File: src/rtl/bit_serializer_pkg.sv
// Shared types for the bit serializer: FSM state type and its debug encodings.
package ser_pkg;

   localparam logic [1:0] SER_IDLE_ENC   = 2'd0;
   localparam logic [1:0] SER_SHIFT_ENC  = 2'd1;
   localparam logic [1:0] SER_PARITY_ENC = 2'd2;
   localparam logic [1:0] SER_GAP_ENC    = 2'd3;

   typedef enum logic [1:0] {
      SER_IDLE   = SER_IDLE_ENC,
      SER_SHIFT  = SER_SHIFT_ENC,
      SER_PARITY = SER_PARITY_ENC,
      SER_GAP    = SER_GAP_ENC
   } ser_state_t;

endpackage

File: src/rtl/bit_serializer.sv
// Parallel-to-serial feed stage with a one-deep holding buffer, inter-word gap and stall.
// Optional even-parity bit after each word when SER_PARITY_EN is defined.
module bit_serializer
   import ser_pkg::*;
#(
   parameter int unsigned WIDTH     = 8,
   parameter int unsigned GAP       = 0,
   parameter bit          MSB_FIRST = 1'b1
) (
   input  logic             clk,
   input  logic             reset,
   input  logic [WIDTH-1:0] s_data,
   input  logic             s_valid,
   output logic             s_ready,
   input  logic             stall,
   output logic             bit_out,
   output logic             bit_valid,
   output logic             word_done,
   output logic             busy,
   output logic [1:0]       state_out
);

   localparam int unsigned CW = (WIDTH > 2) ? $clog2(WIDTH) : 1;
   localparam int unsigned GW = (GAP > 1) ? $clog2(GAP + 1) : 1;
   localparam ser_state_t  AFTER_WORD = (GAP > 0) ? SER_GAP : SER_IDLE;

   ser_state_t       state_q, state_d;
   logic [WIDTH-1:0] buf_q, buf_d;
   logic             buf_full_q, buf_full_d;
   logic [WIDTH-1:0] shift_q, shift_d;
   logic [CW-1:0]    cnt_q, cnt_d;
   logic [GW-1:0]    gap_q, gap_d;
   logic             bit_out_q, bit_out_d;
   logic             bit_valid_q, bit_valid_d;
   logic             word_done_q, word_done_d;
`ifdef SER_PARITY_EN
   logic             par_q, par_d;
`endif

   assign s_ready   = !buf_full_q && !reset;
   assign bit_out   = bit_out_q;
   assign bit_valid = bit_valid_q;
   assign word_done = word_done_q;
   assign busy      = (state_q != SER_IDLE) || buf_full_q;
   assign state_out = state_q;

   always_ff @(posedge clk or posedge reset) begin
      if (reset) begin
         state_q     <= SER_IDLE;
         buf_q       <= '0;
         buf_full_q  <= 1'b0;
         shift_q     <= '0;
         cnt_q       <= '0;
         gap_q       <= '0;
         bit_out_q   <= 1'b0;
         bit_valid_q <= 1'b0;
         word_done_q <= 1'b0;
`ifdef SER_PARITY_EN
         par_q       <= 1'b0;
`endif
      end else begin
         state_q     <= state_d;
         buf_q       <= buf_d;
         buf_full_q  <= buf_full_d;
         shift_q     <= shift_d;
         cnt_q       <= cnt_d;
         gap_q       <= gap_d;
         bit_out_q   <= bit_out_d;
         bit_valid_q <= bit_valid_d;
         word_done_q <= word_done_d;
`ifdef SER_PARITY_EN
         par_q       <= par_d;
`endif
      end
   end

   always_comb begin
      state_d     = state_q;
      buf_d       = buf_q;
      buf_full_d  = buf_full_q;
      shift_d     = shift_q;
      cnt_d       = cnt_q;
      gap_d       = gap_q;
      bit_out_d   = bit_out_q;
      bit_valid_d = 1'b0;
      word_done_d = 1'b0;
`ifdef SER_PARITY_EN
      par_d       = par_q;
`endif

      // Accept never coincides with a load: s_ready is low whenever the buffer holds a word.
      if (s_valid && s_ready) begin
         buf_d      = s_data;
         buf_full_d = 1'b1;
      end

      if (!stall) begin
         case (state_q)
            SER_IDLE: begin
               if (buf_full_q) begin
                  buf_full_d  = 1'b0;
                  bit_valid_d = 1'b1;
                  bit_out_d   = MSB_FIRST ? buf_q[WIDTH-1] : buf_q[0];
                  shift_d     = MSB_FIRST ? {buf_q[WIDTH-2:0], 1'b0}
                                          : {1'b0, buf_q[WIDTH-1:1]};
                  cnt_d       = CW'(1);
                  state_d     = SER_SHIFT;
`ifdef SER_PARITY_EN
                  par_d       = ^buf_q;
`endif
               end
            end
            SER_SHIFT: begin
               bit_valid_d = 1'b1;
               bit_out_d   = MSB_FIRST ? shift_q[WIDTH-1] : shift_q[0];
               shift_d     = MSB_FIRST ? {shift_q[WIDTH-2:0], 1'b0}
                                       : {1'b0, shift_q[WIDTH-1:1]};
               cnt_d       = cnt_q + CW'(1);
               if (cnt_q == CW'(WIDTH - 1)) begin
`ifdef SER_PARITY_EN
                  state_d = SER_PARITY;
`else
                  word_done_d = 1'b1;
                  state_d     = AFTER_WORD;
                  gap_d       = GW'(GAP);
`endif
               end
            end
`ifdef SER_PARITY_EN
            SER_PARITY: begin
               bit_valid_d = 1'b1;
               bit_out_d   = par_q;
               word_done_d = 1'b1;
               state_d     = AFTER_WORD;
               gap_d       = GW'(GAP);
            end
`endif
            SER_GAP: begin
               gap_d = gap_q - GW'(1);
               if (gap_q <= GW'(1)) begin
                  state_d = SER_IDLE;
               end
            end
            default: state_d = SER_IDLE;
         endcase
      end
   end

endmodule

File: config.mk
export PLATFORM = sky130hd
export DESIGN_NAME = bit_serializer
export DESIGN_NICKNAME = d
export VERILOG_FILES = /design/src/rtl/bit_serializer_pkg.sv /design/src/rtl/bit_serializer.sv
export SDC_FILE = /design/constraint.sdc
export NUM_CORES = 1
export LEC_CHECK = 0
export ABC_AREA = 1
export CELL_PAD_IN_SITES_DETAIL_PLACEMENT = 1
export CELL_PAD_IN_SITES_GLOBAL_PLACEMENT = 2
export CORE_MARGIN = 1.5
export CORE_UTILIZATION = 25
export DETAILED_ROUTE_END_ITERATION = 10
export PLACE_DENSITY = 0.74
export SYNTH_ARGS = -nofsm -noshare
export SYNTH_HDL_FRONTEND = slang
export SYNTH_SLANG_ARGS = --single-unit
File: constraint.sdc
create_clock -name clk -period 1.4 [get_ports clk]
set_input_delay 0.42 -clock clk [delete_from_list [all_inputs] [get_ports clk]]
set_output_delay 0.42 -clock clk [all_outputs]
set_load 0.02 [all_outputs]
Word level (Yosys, flattened, before mapping)
Index checks and enable logic that the tools add are counted.
{"block": "word_totals", "latchBits": 0, "regBits": 26, "output_inout_bits": 7, "mem_bits_ro": 0, "ramBits": 0, "elab_cells": 53, "memories": 0}
{"block": "classes", "eq_ne": 6, "n_div": 0, "magnitude_cmp": 1, "mux": 22, "n_addsub": 2, "reduce_logical": 12, "bitwise_logic": 1, "shifts": 0, "n_mul": 0}
{"op": "case mux 8 bit (2 select lines)", "n": 1}
{"op": "2-to-1 mux 1 bit", "n": 11}
{"op": "2-to-1 mux 8 bit", "n": 1}
{"op": "2-to-1 mux 2 bit", "n": 3}
{"op": "inequality test 2 bit, second input constant", "n": 3}
{"op": "case mux 1 bit (2 select lines)", "n": 3}
{"op": "case mux 2 bit (3 select lines)", "n": 1}
{"op": "case mux 3 bit (2 select lines)", "n": 1}
{"op": "AND reduction 3 bit", "n": 2}
{"op": "nonzero test 2 bit", "n": 3}
{"op": "AND reduction 4 bit", "n": 1}
{"op": "adder 3 x 1 -> 3 bit, second input constant", "n": 1}
{"op": "equality test 3 bit, second input constant", "n": 1}
{"op": "2-to-1 mux 3 bit", "n": 1}
{"op": "equality test 2 x 1 -> 1 bit, second input constant", "n": 1}
{"op": "equality test 2 bit, second input constant", "n": 1}
{"op": "logical AND 1 bit", "n": 2}
{"op": "zero test 1 bit", "n": 2}
{"op": "zero test 2 bit", "n": 1}
{"op": "<= comparator 1 bit, second input constant", "n": 1}
{"op": "logical OR 1 bit", "n": 1}
{"op": "inverter 1 bit", "n": 1}
{"op": "subtractor 1 bit, second input constant", "n": 1}

Depth between registers and ports, before layout
Gate-level depths: netlist of the first run.
{"block": "depth", "ltp_word": 7, "ltp_mapped": 5, "mapped_depth_nobuf": 5}

Least setup slack after synthesis of the first run
Ideal clock, no wire load.
{"block": "synth_path", "path_kind": "flip-flop to output port", "startpoint": "register state_q[0], in the netlist state_out[0]", "endpoint": "output port busy", "n_path_buf": 0, "stages_incl_launch_ff": 3, "slack_ns": 0.151, "arrival_ns": 0.829, "cell_sequence": "dfrtp_1 -> nor2_2 -> inv_1"}
{"block": "synth_via", "elab_chain_len": 2}
{"item": "start: declaration", "line_no": "bit_serializer.sv:27", "text": "ser_state_t state_q, state_d;"}
{"item": "start signal: assignment", "line_no": "bit_serializer.sv:62", "text": "state_q <= state_d;"}
{"item": "nonzero test 2 bit", "line_no": "bit_serializer.sv:44", "text": "assign busy = (state_q != SER_IDLE) || buf_full_q;"}
{"item": "logical OR 1 bit", "line_no": "bit_serializer.sv:44"}
{"item": "end: declaration", "line_no": "bit_serializer.sv:19", "text": "output logic busy,"}
Every way passes these cells.

Final worst setup path of the first run
{"block": "layout_path", "startpoint": "register buf_full_q", "endpoint": "output port s_ready"}
{"block": "layout_via", "elab_chain_len": 2}
{"item": "start: declaration", "line_no": "bit_serializer.sv:29", "text": "logic buf_full_q, buf_full_d;"}
{"item": "start signal: assignment", "line_no": "bit_serializer.sv:64", "text": "buf_full_q <= buf_full_d;"}
{"item": "zero test 1 bit", "line_no": "bit_serializer.sv:40", "text": "assign s_ready = !buf_full_q && !reset;"}
{"item": "logical AND 1 bit", "line_no": "bit_serializer.sv:40"}
{"item": "end: declaration", "line_no": "bit_serializer.sv:14", "text": "output logic s_ready,"}
Every way passes these cells.

==> results.sh, run 1 <==
export IMPL_netlist_instances=125
export IMPL_cp_slowest_cell="dfrtp_2"
export IMPL_path_buf_inv=2
export IMPL_grt_start_max_net_pins=24
export IMPL_horizontal_die_dimension_um=67.3
export IMPL_dpl_cell_count=198
export IMPL_final_period_utilization_pct=106
export IMPL_critPathMaxStageDelay_ns=0.44
export IMPL_worst_endpoint_required_ns=0.98
export IMPL_grt_pass1_wl_um=4320
export IMPL_synth_ff_latch_count=23
export IMPL_gr_met3_demand_resource_pct=2.50
export IMPL_vias_in_the_first_global_route=929
export IMPL_timing_hold_ws_ns=0.235
export IMPL_postPlaceCellArea_sq_mm=0.00133
export IMPL_synth_avg_cell_area_sq_um=8.26
export IMPL_layout_cell_area_non_filler_sq_mm=0.00141
export IMPL_final_seq_area_sq_um=577
export IMPL_route_detailed_drc=0
export IMPL_power_consumption_mw=2.29
export IMPL_post_synth_instance_area_sq_mm=0.00103
export IMPL_fin_worst_setup_slack_ns=-0.0906
export IMPL_route_antenna_remaining_nets=0
export IMPL_drtIter0Drc=40
export IMPL_report_final_slew_viol_count=0
export IMPL_drt_wirelength_per_cell_um=11.4
export IMPL_areaGrowthSynthToFinish_pct=36.1
export IMPL_worstSetupStartpointType="flip-flop"
export IMPL_synth_enable_flop_cells=0
export IMPL_use_met2_pct=21.2
export IMPL_finalSetupTns_ns=-0.130
export IMPL_clock_tree_root_cell="clkbuf_8"
export IMPL_run_status="finished with violations"
export IMPL_timing_critical_path_cells="buf_12, nor2_4, buf_6"
export IMPL_end_kind="primary output"
export IMPL_path_delay_family="flip-flops"
export IMPL_cellPowerDensity_mw_per_mm2=1630
export IMPL_synth_cell_type_count=16
export IMPL_dr_total_vias=887
export IMPL_io_buffers=17
export IMPL_post_route_cells_drive_above_1_share_pct=15.6
export IMPL_antenna_diode_count=0
export IMPL_grt_ovfl_total=0
export IMPL_worstRegToRegCells=5
export IMPL_syn_num_nets=139
export IMPL_internal_power_mw=1.48
export IMPL_synth_seq_area_share_pct=55.8
export IMPL_cts_sinks=23
export IMPL_setup_viol=2
export IMPL_core_area_sq_mm=0.00397
export IMPL_dr_pass1_iters=4
export IMPL_clock_skew_ns=0.00485
export IMPL_worst_hold_path_type="in -> async"
export IMPL_antenna_found_initial=0
export IMPL_gp_routability_congestion=0.729
export IMPL_fp_dieArea_sq_mm=0.00452
export IMPL_combPwrFrac_pct=34.8
export IMPL_max_clock_freq_mhz=671
export IMPL_power_ir_vdd_worst_uv=425
export IMPL_grt_busiest_layer="met2"
export IMPL_unrepaired_setup_endpoints_after_global_routing="true"
export IMPL_cts_clk_slew_worst_paths_ns=0.08
export IMPL_layout_min_cycle_time_ns=1.49
export IMPL_vias_per_cell=4.35
export IMPL_postCtsHoldBufs=0
export IMPL_cts_htree_levels=1
export IMPL_die_height_um=67.3
export IMPL_synth_top_cells_by_count="70 x nand2_1, 23 x dfrtp_1, 11 x nand3_1"
export IMPL_multi_input_area_sq_um=419
export IMPL_path_depth=3
export IMPL_failed_checks="negative setup slack"
export IMPL_switchingPower_mw=0.813
export IMPL_tritoncts="done"
export IMPL_initial_utilization_pct=26.0
export IMPL_clk_latency_ns=0.27
export IMPL_max_clock_path_buffers=2
export IMPL_synth_async_reset_ratio_pct=100
export IMPL_synth_flop_cell="dfrtp_1"
export IMPL_post_dp_hpwl_um=1730
export IMPL_fillerInstances=489
export IMPL_grt_usage_pct=12.6
export IMPL_synth_top_area_share_pct=55.8
export IMPL_fp_row_count=23
export IMPL_fin_util_pct=35.4
export IMPL_post_layout_nonfiller_instances=204
export IMPL_hold_violations=0
export IMPL_io_pin_count=19
export IMPL_post_synth_main_area_contributors="dfrtp_1 56%, nand2_1 25%, nand3_1 5.3%, ha_1 2.4%, inv_1 2.2%"
export IMPL_timing_critical_path_arrival_ns=1.07
export IMPL_cts_bufs_inserted=3
export IMPL_p_seq_share_pct=46.8
export IMPL_dp_worst_setup_slack_ns=-0.657
export IMPL_netSwitchingFraction_pct=35.5
export IMPL_crit_fanout=3
export IMPL_groute_layer_met1_usage_pct=16.3
export IMPL_route_final_wire_length_um=2330
export IMPL_netlist_top_cell_by_area="dfrtp_1"
export IMPL_yosys_synthesis_warning_count=0
export IMPL_clock_power_share_pct=18.4
export IMPL_critical_path_class="reg -> out"
export IMPL_max_cap_violations=0
export IMPL_p_leak_nw=0.766
export IMPL_synthMostInstantiatedCell="nand2_1"
export IMPL_final_net_count=169
## layer usage
layer / wire length [um] / vias to the layer above
li1: - / 440
met1: 1060 / 425
met2: 1140 / 20
met3: 110 / 2
met4: 25 / 0
met5: 0 / -
## state kept, by name (all words and copies together) (netlist names)
register / flops
buf_q: 8
shift_q: 7
word_done: 1
cnt_q: 3
bit_valid: 1
bit_out: 1
state_out: 1
buf_full_q: 1
## worst min-delay path, stage by stage
cell,delay (ns)
dlymetal6s2s_1,0.15
inv_1,0.10
buf_12,0.18
## final timing paths
check | from | endpoint | slack [ns]
max in group asynchronous | reset | buf_full_q$_DFF_PP0_ | 1.01
min in group clk | buf_q[1]$_DFFE_PP0P_ | buf_q[1]$_DFFE_PP0P_ | 0.48
max | buf_full_q$_DFF_PP0_ | s_ready | -0.09
max reg2reg | buf_full_q$_DFF_PP0_ | shift_q[4]$_DFFE_PP0P_ | 0.17
min | reset | buf_q[0]$_DFFE_PP0P_ | 0.23
min reg2reg | buf_q[1]$_DFFE_PP0P_ | buf_q[1]$_DFFE_PP0P_ | 0.48
## logic make-up (layout without fill, tap and decap cells)
kind of cell	after synthesis	count (layout)	synth area share (%)
and+or+nand+nor	86	86	35.3
buffers and inverters	10	39	4.36
AOI/OAI and AO/OA	3	3	1.82
other	1	1	0.363
adders and majority gates	2	2	2.42
DFF	23	23	55.8
## placed cells by master (no fill, tap or decap), drive strengths merged
| master | count |
|---|---|
| nand2 | 71 |
| dfrtp | 23 |
| buf | 13 |
| nand3 | 11 |
| clkdlybuf4s50 | 10 |
| inv | 7 |
| clkbuf | 4 |
| nor2 | 3 |
| o21ai | 3 |
| ha | 2 |
| dlygate4sd2 | 2 |
| clkdlybuf4s15 | 2 |
| nand4 | 1 |
| conb | 1 |
| dlymetal6s2s | 1 |
## repair_timing
| item | 4_1_cts | 5_1_grt |
|---|---|---|
| pin swaps | 0 | 2 |
| buffers inserted | 1 | 1 |
| cloned | 0 | 0 |
| gates resized for setup | 16 | 4 |
| setup endpoints to repair | 6 | 9 |
## power groups by stage
stage | registers [mW] | logic, mW | clock network [mW]
after floorplan | 1.09 | 0.443 | 0
after global placement | 1.08 | 0.715 | 0
after detailed placement | 1.10 | 0.746 | 0
after CTS | 1.08 | 0.794 | 0.443
after global routing | 1.11 | 0.936 | 0.469
final | 1.07 | 0.797 | 0.423
## layout make-up
cell class	count	area share, %
clock buffer	4	3.21
inverter	7	1.87
multi-input combinational	92	29.8
sequential	23	41.1
tap	50	4.45
timing repair buffer	28	19.6
No activity file was read; power rests on OpenSTA's default activity.
==> inputs of run 2 (changes only) <==
Clock period 1.4 ns to 1.5 ns, I/O delays scaled along.
==> run 2 against run 1 <==
Compared with the run above:
- the run still ends with negative setup slack left
- power down 6.5%
- sequential share of layout area up 0.33 points
- worst hold slack better by 0.048 ns
- wire length up 0.77%
- non-clock buffer count unchanged
- core utilization down 0.28 points
- cell count unchanged
- critical path type unchanged
- critical endpoint unchanged
- highest routed layer unchanged
==> results.sh, run 2 (synthesized netlist as in run 1, its figures left out) <==
export IMPL_route_final_wire_length_um=2350
export IMPL_clock_skew_ns=0.00154
export IMPL_layout_cells_most_common="nand2_1"
export IMPL_gp_routability_congestion=0.729
export IMPL_max_clock_freq_mhz=654
export IMPL_most_common_layout_cells="70 x nand2_1, 22 x dfrtp_1, 11 x nand3_1"
export IMPL_post_dp_hpwl_um=1710
export IMPL_final_period_utilization_pct=102
export IMPL_grt_pass1_wl_um=3920
export IMPL_horizontal_die_dimension_um=67.3
export IMPL_dr_total_vias=873
export IMPL_largest_reg_flops=8
export IMPL_unrepaired_setup_endpoints_after_global_routing="true"
export IMPL_vias_in_the_first_global_route=861
export IMPL_post_layout_nonfiller_instances=204
export IMPL_p_leak_nw=0.766
export IMPL_critical_path_class="reg -> out"
export IMPL_timing_critical_path_cells="buf_12, nor2_4, buf_6"
export IMPL_drt_wirelength_per_cell_um=11.5
export IMPL_core_area_sq_mm=0.00397
export IMPL_worst_hold_path_type="in -> async"
export IMPL_worstSetupStartpointType="flip-flop"
export IMPL_fin_worst_setup_slack_ns=-0.0300
export IMPL_setup_viol=1
export IMPL_io_pin_count=19
export IMPL_report_final_slew_viol_count=0
export IMPL_max_cap_violations=0
export IMPL_fp_dieArea_sq_mm=0.00452
export IMPL_dpl_cell_count=196
export IMPL_end_kind="primary output"
export IMPL_post_route_cells_drive_above_1_share_pct=14.9
export IMPL_max_clock_path_buffers=2
export IMPL_top_metal_used="met4"
export IMPL_dr_pass1_iters=4
export IMPL_fillerInstances=475
export IMPL_antenna_found_initial=0
export IMPL_tritoncts="done"
export IMPL_route_antenna_remaining_nets=0
export IMPL_worst_endpoint_required_ns=1.05
export IMPL_failed_checks="negative setup slack"
export IMPL_critPathMaxStageDelay_ns=0.44
export IMPL_largest_register="buf_q"
export IMPL_finalSetupTns_ns=-0.0300
export IMPL_power_ir_vdd_worst_uv=425
export IMPL_path_delay_family="flip-flops"
export IMPL_fp_row_count=23
export IMPL_antenna_diode_count=0
export IMPL_final_seq_area_sq_um=577
export IMPL_cts_sinks=23
export IMPL_wl_met1_um=1110
export IMPL_clk_latency_ns=0.27
export IMPL_cp_slowest_cell="dfrtp_2"
export IMPL_timing_critical_path_arrival_ns=1.08
export IMPL_drtIter0Drc=19
export IMPL_fin_util_pct=35.1
export IMPL_areaGrowthSynthToFinish_pct=35.0
export IMPL_clock_tree_root_cell="clkbuf_8"
export IMPL_multi_input_area_sq_um=412
export IMPL_grt_ovfl_total=0
export IMPL_detailroute_wirelength_met2_um=1090
export IMPL_cellPowerDensity_mw_per_mm2=1540
export IMPL_cts_htree_levels=1
export IMPL_power_consumption_mw=2.14
export IMPL_initial_utilization_pct=26.0
export IMPL_io_buffers=17
export IMPL_grt_usage_pct=11.9
export IMPL_detailroute_wirelength_met3_um=97
export IMPL_cts_clk_slew_worst_paths_ns=0.08
export IMPL_hold_violations=0
export IMPL_crit_fanout=3
export IMPL_largestRegisters="buf_q x8, shift_q x7, cnt_q x3"
export IMPL_die_height_um=67.3
export IMPL_route_detailed_drc=0
export IMPL_run_status="finished with violations"
export IMPL_cts_bufs_inserted=3
export IMPL_vias_per_cell=4.28
export IMPL_layout_min_cycle_time_ns=1.53
export IMPL_grt_start_max_net_pins=24
export IMPL_final_net_count=169
export IMPL_path_buf_inv=2
[run 2: repair_timing]
| item | CTS | global route |
|---|---|---|
| cloned | 0 | 0 |
| setup endpoints to repair | 6 | 2 |
| pin swaps | 0 | 1 |
| hold buffers | 0 | 0 |
| gates resized for setup | 14 | 2 |
| hold endpoints to repair | 0 | 0 |
| setup buffers | 1 | 3 |
[run 2: metal layers]
layer | global-route usage [%] | vias to the layer above
met4 | 6.12 | 0
met3 | 2.50 | 5
met1 | 14.9 | 403
met2 | 19.3 | 20
met5 | 0 | -
li1 | - | 445
[run 2: layout make-up]
| class | instances | area share, % |
|---|---|---|
| inverters | 7 | 1.89 |
| multi-input cells | 92 | 29.5 |
| well taps | 50 | 4.49 |
| flip-flops and latches | 23 | 41.4 |
| clock buffers | 4 | 3.23 |
| repair buffers | 28 | 19.5 |
[run 2: power by group]
group          internal (mW)  leakage [nW]  total (mW)  switching, mW
sequential             0.858         0.291        1.01          0.149
combinational          0.338         0.452       0.742          0.404
clock                  0.190        0.0228       0.395          0.205
[run 2: path summary, 6_finish.rpt]
| check | from | end | slack, ns | cells past startpoint |
|---|---|---|---|---|
| worst max-delay path | buf_full_q$_DFF_PP0_ | s_ready | -0.03 | 3 |
| worst min-delay path | reset | buf_q[3]$_DFFE_PP0P_ | 0.28 | 3 |
| worst max register to register | buf_full_q$_DFF_PP0_ | shift_q[3]$_DFFE_PP0P_ | 0.17 | 5 |
| worst min register to register | buf_q[3]$_DFFE_PP0P_ | buf_q[3]$_DFFE_PP0P_ | 0.48 | 2 |
| max in group asynchronous | reset | buf_full_q$_DFF_PP0_ | 1.07 | 3 |
| min in group clk | buf_q[3]$_DFFE_PP0P_ | buf_q[3]$_DFFE_PP0P_ | 0.48 | 2 |
[run 2: tightest hold or removal path: stages]
cell	delay, ns
dlymetal6s2s_1	0.16
inv_1	0.11
buf_12	0.18
[run 2: stage by stage]
stage	setup WS [ns]	hold WS [ns]	area (sq um)
2_1_floorplan	0.221	0.442	1030
3_3_place_gp	-0.611	0.456	1310
3_5_place_dp	-0.626	0.466	1310
4_1_cts	-0.171	0.487	1370
5_1_grt	-0.0749	0.314	1390
6_report	-0.0300	0.283	1390
